===== config.mk =====
export PLATFORM = sky130hd
export DESIGN_NAME = gate_accumulator_flat
export DESIGN_NICKNAME = d
export VERILOG_FILES = /design/src/rtl/gate_accumulator_pkg.sv /design/src/rtl/gate_accumulator_if.sv /design/src/rtl/gate_accumulator_bitwise.sv /design/src/rtl/gate_accumulator.sv /design/src/flat_wrapper.sv
export SDC_FILE = /design/constraint.sdc
export NUM_CORES = 1
export LEC_CHECK = 0
export BUFFER_PORTS_ARGS = -buffer_cell sky130_fd_sc_hd__buf_2
export CAP_MARGIN = 40
export CORE_ASPECT_RATIO = 1.2
export CORE_UTILIZATION = 55
export CTS_CLUSTER_SIZE = 14
export DETAILED_ROUTE_END_ITERATION = 12
export GPL_ROUTABILITY_DRIVEN = 0
export GPL_TIMING_DRIVEN = 0
export PLACE_DENSITY = 0.76
export SYNTH_ARGS = -nofsm -noshare
export SYNTH_HDL_FRONTEND = slang
export SYNTH_SLANG_ARGS = --single-unit

===== constraint.sdc =====
create_clock -name clk -period 1.93 [get_ports clk]
set_clock_uncertainty 0.1 [all_clocks]
set_input_delay 0.2895 -clock clk [delete_from_list [all_inputs] [get_ports clk]]
set_output_delay 0.2895 -clock clk [all_outputs]
set_load 0.02 [all_outputs]

===== src/rtl/gate_accumulator_pkg.sv =====
// Shared types for the gate accumulator: operator modes, FSM states and the
// decoded form of a latched mode.
// Optional feature macro: GATE_ACCUMULATOR_XOR_EN (XNOR/XOR parity fold).
package gate_pkg;

  typedef enum logic [2:0] {
    MODE_NOR   = 3'd0,
    MODE_OR    = 3'd1,
    MODE_NAND  = 3'd2,
    MODE_AND   = 3'd3,
    MODE_XNOR  = 3'd4,
    MODE_XOR   = 3'd5,
    MODE_RSVD6 = 3'd6,
    MODE_RSVD7 = 3'd7
  } gate_mode_t;

  typedef enum logic [1:0] {
    ST_IDLE  = 2'd0,
    ST_ACCUM = 2'd1,
    ST_DONE  = 2'd2
  } state_t;

  // Base operator applied while folding operands.
  typedef enum logic [1:0] {
    OP_OR  = 2'd0,
    OP_AND = 2'd1,
    OP_XOR = 2'd2
  } gate_op_t;

  typedef struct packed {
    gate_op_t op;
    logic     invert;
    logic     illegal;
  } mode_dec_t;

  // Split a mode into base operator plus final inversion. Anything that is
  // not a supported mode in this build folds as NOR and is flagged illegal.
  function automatic mode_dec_t decode_mode(input gate_mode_t mode);
    mode_dec_t d;
    d = '{op: OP_OR, invert: 1'b1, illegal: 1'b1};
    case (mode)
      MODE_NOR:  d = '{op: OP_OR,  invert: 1'b1, illegal: 1'b0};
      MODE_OR:   d = '{op: OP_OR,  invert: 1'b0, illegal: 1'b0};
      MODE_NAND: d = '{op: OP_AND, invert: 1'b1, illegal: 1'b0};
      MODE_AND:  d = '{op: OP_AND, invert: 1'b0, illegal: 1'b0};
`ifdef GATE_ACCUMULATOR_XOR_EN
      MODE_XNOR: d = '{op: OP_XOR, invert: 1'b1, illegal: 1'b0};
      MODE_XOR:  d = '{op: OP_XOR, invert: 1'b0, illegal: 1'b0};
`endif
      default:   d = '{op: OP_OR,  invert: 1'b1, illegal: 1'b1};
    endcase
    return d;
  endfunction

endpackage


===== src/rtl/gate_accumulator_if.sv =====
// Operand/result handshake bundle of the gate accumulator.
// The master side offers operands and consumes results; the slave is the
// accumulator itself.
interface gate_accumulator_if #(
  parameter int WIDTH = 8
);
  logic [2:0]       mode;
  logic             in_valid;
  logic             in_ready;
  logic [WIDTH-1:0] in_data;
  logic             out_valid;
  logic             out_ready;
  logic [WIDTH-1:0] out_data;
  logic             out_illegal;

  modport master (
    output mode, in_valid, in_data, out_ready,
    input  in_ready, out_valid, out_data, out_illegal
  );

  modport slave (
    input  mode, in_valid, in_data, out_ready,
    output in_ready, out_valid, out_data, out_illegal
  );
endinterface


===== src/rtl/gate_accumulator_bitwise.sv =====
// Combinational bitwise combiner used by the accumulator fold step.
// The XOR path exists only when GATE_ACCUMULATOR_XOR_EN is defined.
module gate_bitwise
  import gate_pkg::*;
#(
  parameter int WIDTH = 8
) (
  input  gate_op_t         mode,
  input  logic [WIDTH-1:0] a,
  input  logic [WIDTH-1:0] b,
  output logic [WIDTH-1:0] y
);

  // Apply the selected base operator bit by bit
  always_comb begin
    y = a | b;
    case (mode)
      OP_OR:   y = a | b;
      OP_AND:  y = a & b;
`ifdef GATE_ACCUMULATOR_XOR_EN
      OP_XOR:  y = a ^ b;
`endif
      default: y = a | b;
    endcase
  end

endmodule


===== src/rtl/gate_accumulator.sv =====
// Gate accumulator: folds NUM_OPERANDS operand beats with a bitwise gate
// selected by the mode present on the first beat, then presents the result
// until it is consumed.
// Optional feature macro: GATE_ACCUMULATOR_XOR_EN (modes 4/5 as XNOR/XOR);
// without it those modes fold as NOR and raise out_illegal.
module gate_accumulator
  import gate_pkg::*;
#(
  parameter int WIDTH        = 8,
  parameter int NUM_OPERANDS = 4
) (
  input  logic               clk,
  input  logic               rst,
  gate_accumulator_if.slave  bus
);

  localparam int CNT_W = $clog2(NUM_OPERANDS + 1);
  localparam logic [CNT_W-1:0] CNT_ONE  = CNT_W'(1);
  localparam logic [CNT_W-1:0] CNT_LAST = CNT_W'(NUM_OPERANDS);
  localparam mode_dec_t DEC_RESET = '{op: OP_OR, invert: 1'b1, illegal: 1'b0};

  state_t           state_r, state_s;
  logic [WIDTH-1:0] acc_r, acc_s;
  logic [CNT_W-1:0] cnt_r, cnt_s;
  mode_dec_t        dec_r, dec_s;
  logic [WIDTH-1:0] out_data_r, out_data_s;
  logic             out_illegal_r, out_illegal_s;
  logic             in_ready_r;
  logic             out_valid_r;
  logic             accept_s;
  logic [WIDTH-1:0] fold_s;

  gate_bitwise #(.WIDTH(WIDTH)) u_bitwise (
    .mode (dec_r.op),
    .a    (acc_r),
    .b    (bus.in_data),
    .y    (fold_s)
  );

  // in_ready is registered, so it is low during reset and in DONE; this also
  // rules out accepting an operand in the cycle DONE hands back to IDLE.
  assign accept_s = bus.in_valid && in_ready_r;

  // Next state, fold datapath and result capture
  always_comb begin
    state_s       = state_r;
    acc_s         = acc_r;
    cnt_s         = cnt_r;
    dec_s         = dec_r;
    out_data_s    = out_data_r;
    out_illegal_s = out_illegal_r;
    case (state_r)
      ST_IDLE: begin
        if (accept_s) begin
          acc_s   = bus.in_data;
          cnt_s   = CNT_ONE;
          dec_s   = decode_mode(gate_mode_t'(bus.mode));
          state_s = ST_ACCUM;
        end else begin
          state_s = ST_IDLE;
        end
      end
      ST_ACCUM: begin
        if (accept_s) begin
          acc_s = fold_s;
          cnt_s = cnt_r + CNT_ONE;
          if (cnt_s == CNT_LAST) begin
            state_s       = ST_DONE;
            out_data_s    = dec_r.invert ? ~fold_s : fold_s;
            out_illegal_s = dec_r.illegal;
          end else begin
            state_s = ST_ACCUM;
          end
        end else begin
          state_s = ST_ACCUM;
        end
      end
      ST_DONE: begin
        if (bus.out_ready) begin
          state_s = ST_IDLE;
        end else begin
          state_s = ST_DONE;
        end
      end
      default: begin
        state_s = ST_IDLE;
      end
    endcase
  end

  // FSM state register
  always_ff @(posedge clk or posedge rst) begin
    if (rst) begin
      state_r <= ST_IDLE;
    end else begin
      state_r <= state_s;
    end
  end

  // Accumulator, counter, latched mode and registered handshake outputs
  always_ff @(posedge clk or posedge rst) begin
    if (rst) begin
      acc_r         <= '0;
      cnt_r         <= '0;
      dec_r         <= DEC_RESET;
      out_data_r    <= '0;
      out_illegal_r <= 1'b0;
      in_ready_r    <= 1'b0;
      out_valid_r   <= 1'b0;
    end else begin
      acc_r         <= acc_s;
      cnt_r         <= cnt_s;
      dec_r         <= dec_s;
      out_data_r    <= out_data_s;
      out_illegal_r <= out_illegal_s;
      in_ready_r    <= (state_s != ST_DONE);
      out_valid_r   <= (state_s == ST_DONE);
    end
  end

  assign bus.in_ready    = in_ready_r;
  assign bus.out_valid   = out_valid_r;
  assign bus.out_data    = out_data_r;
  assign bus.out_illegal = out_illegal_r;

endmodule


===== src/flat_wrapper.sv =====
// flat-port wrapper written by rule: the top's interface ports become plain ports
module gate_accumulator_flat import gate_pkg::*;
#(
  parameter int WIDTH        = 8,
  parameter int NUM_OPERANDS = 4
)
  (clk, rst, bus_mode, bus_in_valid, bus_in_data, bus_out_ready, bus_in_ready, bus_out_valid, bus_out_data, bus_out_illegal);
  gate_accumulator_if #(.WIDTH(WIDTH)) bus_i ();
  input  logic clk;
  input  logic rst;
  input wire logic [$bits(bus_i.mode)-1:0] bus_mode;
  input wire logic [$bits(bus_i.in_valid)-1:0] bus_in_valid;
  input wire logic [$bits(bus_i.in_data)-1:0] bus_in_data;
  input wire logic [$bits(bus_i.out_ready)-1:0] bus_out_ready;
  output wire logic [$bits(bus_i.in_ready)-1:0] bus_in_ready;
  output wire logic [$bits(bus_i.out_valid)-1:0] bus_out_valid;
  output wire logic [$bits(bus_i.out_data)-1:0] bus_out_data;
  output wire logic [$bits(bus_i.out_illegal)-1:0] bus_out_illegal;
  assign bus_i.mode = bus_mode;
  assign bus_i.in_valid = bus_in_valid;
  assign bus_i.in_data = bus_in_data;
  assign bus_i.out_ready = bus_out_ready;
  assign bus_in_ready = bus_i.in_ready;
  assign bus_out_valid = bus_i.out_valid;
  assign bus_out_data = bus_i.out_data;
  assign bus_out_illegal = bus_i.out_illegal;
  gate_accumulator #(.WIDTH(WIDTH), .NUM_OPERANDS(NUM_OPERANDS)) u_core (.clk(clk), .rst(rst), .bus(bus_i));
endmodule

==> flow_summary_export.csv <==
group,metric,value,unit
sta,min_period,1.76,ns
sta,fmax,0.569,GHz
clocking,ctsLongestPathBuffers,2,
yosys,synth_area,0.00157,mm²
sta,fin_tns_setup,0,ns
detailed_routing,avgRoutedWirePerCell,17.1,µm
detailed_routing,vias_per_cell,6.15,
clocking,cts_tree,"yes",
clocking,htreeDepth,1,
place,dp_hpwl,2780,µm
sta,slew_headroom,0.602,
global_routing,grt_pass1_wl,6580,µm
global_routing,first_global_vias,1454,
power_and_ir_drop,fin_total_pwr,2.88,mW
floorplan,dieArea,0.00307,mm²
detailed_routing,drc,0,
yosys,synthCells,167,
power_and_ir_drop,vdd_drop_max,0.902,mV
layout,final_core_util,0.693,
global_routing,overflow,0,
run,cap_violations,0,
clocking,clk_pin_slew,0.14,ns
sta,worst_pin_slew,0.596,ns
run_status,status,"completed",
layout,multi_input_area,815,µm²
setup_path,cp_data_required_time,2.06,ns
layout,regArea,677,µm²
clocking,clkLatencyLatePin,0.33,ns
layout,final_cell_mix,"29 x buf_2, 26 x dfrtp_1, 19 x nor2b_1",
detailed_routing,wl,3990,µm
global_routing,antenna_found_initial,0,
sta,fin_ws,0.171,ns
sta,finalHoldViolations,0,
global_routing,grtUsageTotal,0.294,
setup_path,cpMaxStageDelayCell,"dfrtp_1",
setup_path,cp.buffers_inverters,2,
yosys,ys_warn_count,0,
place,pre_cts_ws,-0.0687,ns
floorplan,die_w,50.7,µm
detailed_routing,dr.pass1.iters,4,
floorplan,initial_core_util,0.597,
sta,min_period_over_period,0.911,
setup_path,crit_path_max_incr_delay,0.45,ns
clocking,clock-sinks,27,
yosys,synth_cell_types,32,
sta,rsz0062_at_grt,"false",
layout,finalNonFillerCells,234,
detailed_routing,ant_nets,0,
yosys,seq_area_frac_synth,0.432,
clocking,numCtsBuffers,3,
setup_path,arrival,1.89,ns
floorplan,fp.dieH,60.5,µm
yosys,synthesis.nets,184,
setup_path,worstSetupPathType,"flip-flop to flip-flop",
sta,finalMaxSlewViolations,0,
floorplan,core_area,0.00263,mm²
setup_path,path_cells,"ha_1 > and3_1 > buf_2 > and3_4 > buf_6 > or2_1",
global_routing,grt_max_degree,16,
floorplan,rows,20,
detailed_routing,drt_iter0_markers,63,
place,portBuffers,25,
layout,diodes,0,
power_and_ir_drop,power_leakage,0.817,nW
layout,layout_commonest_cell,"buf_2",
yosys,synth-seq-cells,27,
sta,finalSetupViolations,0,
power_and_ir_drop,power.density,1580,mW/mm²
hold_path,hold_class,"input port to flip-flop",
setup_path,start_kind,"flip-flop",
layout,nFillCells,221,
setup_path,path_max_fanout,10,
layout,fin_nets,219,
setup_path,end_kind,"flip-flop",
layout,layout-drive-gt1-share,0.219,
setup_path,critPathTopFamily,"simple AND/OR/NAND/NOR gates",
detailed_routing,dr_total_vias,1438,
place,dp_cells,226,
layout,syn2layout_area_growth,16.2,%
yosys,syn_area_per_cell,9.39,µm²
floorplan,io_pins,26,
clocking,cts-root-buf,"clkbuf_4",
[flip-flops by register name, indices dropped and copies added (netlist names)]
signal                  count
u_core.bus.out_valid        1
u_core.bus.out_data         8
u_core.state_r              2
u_core.bus.out_illegal      1
u_core.cnt_r                3
u_core.bus.in_ready         1
u_core.acc_r                8
u_core.dec_r                3
[through the flow]
stage          hold WS [ns]  area (µm²)
6_report             0.0829        1820
4_1_cts              0.0779        1810
2_1_floorplan         0.241        1570
5_1_grt              0.0657        1820
3_3_place_gp          0.343        1730
3_5_place_dp          0.281        1750
[path summary, 6_finish.rpt]
kind / start / cells after the start / slack, ns / end
max: u_core.cnt_r[0]$_DFFE_PP0P_ / 6 / 0.17 / u_core.state_r[1]$_DFF_PP0_
min: bus_mode[1] / 2 / 0.08 / u_core.dec_r[2]$_DFFE_PP0P_
max reg2reg: u_core.cnt_r[0]$_DFFE_PP0P_ / 6 / 0.17 / u_core.state_r[1]$_DFF_PP0_
min reg2reg: u_core.bus.out_illegal$_DFFE_PP0P_ / 1 / 0.43 / u_core.bus.out_illegal$_DFFE_PP0P_
max in group asynchronous: rst / 4 / 0.79 / u_core.acc_r[4]$_DFFE_PP0P_
min in group asynchronous: rst / 3 / 0.45 / u_core.bus.out_data[4]$_DFFE_PP0P_
[logic make-up (layout without fill, tap and decap cells)]
logic type	after synthesis	count (layout)	share of synthesized area
buffers and inverters	20	54	0.0559
DFF	27	27	0.432
xor gates and xnor gates	1	1	0.0104
muxes	2	2	0.0144
and+or+nand+nor	54	54	0.200
adders and majority gates	2	2	0.0160
AOI/OAI and AO/OA	61	61	0.271
[Yosys cell counts, drive strengths merged]
cell type,n,area [µm²]
nand2,11,41.3
xor2,1,16.3
nor3,1,5.00
clkbuf,5,18.8
mux2,2,22.5
inv,10,37.5
ha,2,25.0
a211o,8,70.1
o211ai,7,52.6
a31o,1,8.76
a21o,1,7.51
o21a,1,7.51
nand3,3,15.0
or2,2,12.5
nand2b,9,56.3
and4bb,1,12.5
nand3b,1,7.51
nor2,3,11.3
a22oi,15,113
dfrtp,26,651
and3,2,17.5
a211oi,2,15.0
a31oi,17,106
o21ai,9,45.0
buf,5,31.3
dfstp,1,26.3
nor2b,19,119
and3b,1,8.76
nor3b,1,7.51
[area by class of cell]
type	count	area share
Multi-Input combinational cell	120	0.447
Sequential cell	27	0.372
Timing Repair Buffer	30	0.0962
Buffer	10	0.0275
Tap cell	33	0.0227
Inverter	10	0.0206
Clock buffer	4	0.0144
[what timing repair did]
| action | 4_1_cts | 5_1_grt |
|---|---|---|
| setup endpoints to repair | 1 | 1 |
| setup buffers | 0 | 2 |
| pin swaps | 0 | 0 |
| endpoints found under the hold margin | 14 | 0 |
| hold buffers | 2 | 0 |
| gates resized for setup | 1 | 0 |
[routing by layer]
layer	wire, µm	global-route usage
met4	93	0.151
met1	1630	0.333
met3	158	0.0426
met2	2110	0.541
met5	0	0
[where the power goes]
| part | switching, mW | internal, mW | total (mW) |
|---|---|---|---|
| clock | 0.170 | 0.0811 | 0.251 |
| sequential | 0.237 | 0.823 | 1.06 |
| combinational | 0.888 | 0.679 | 1.57 |
| total | 1.29 | 1.58 | 2.88 |
[worst register-to-register path, cell delays in order (launching register included)]
cell	delay, ns
dfrtp_1	0.45
ha_1	0.20
and3_1	0.14
buf_2	0.19
and3_4	0.21
buf_6	0.14
or2_1	0.23
Note: power is estimated with default switching activity, not from simulation.
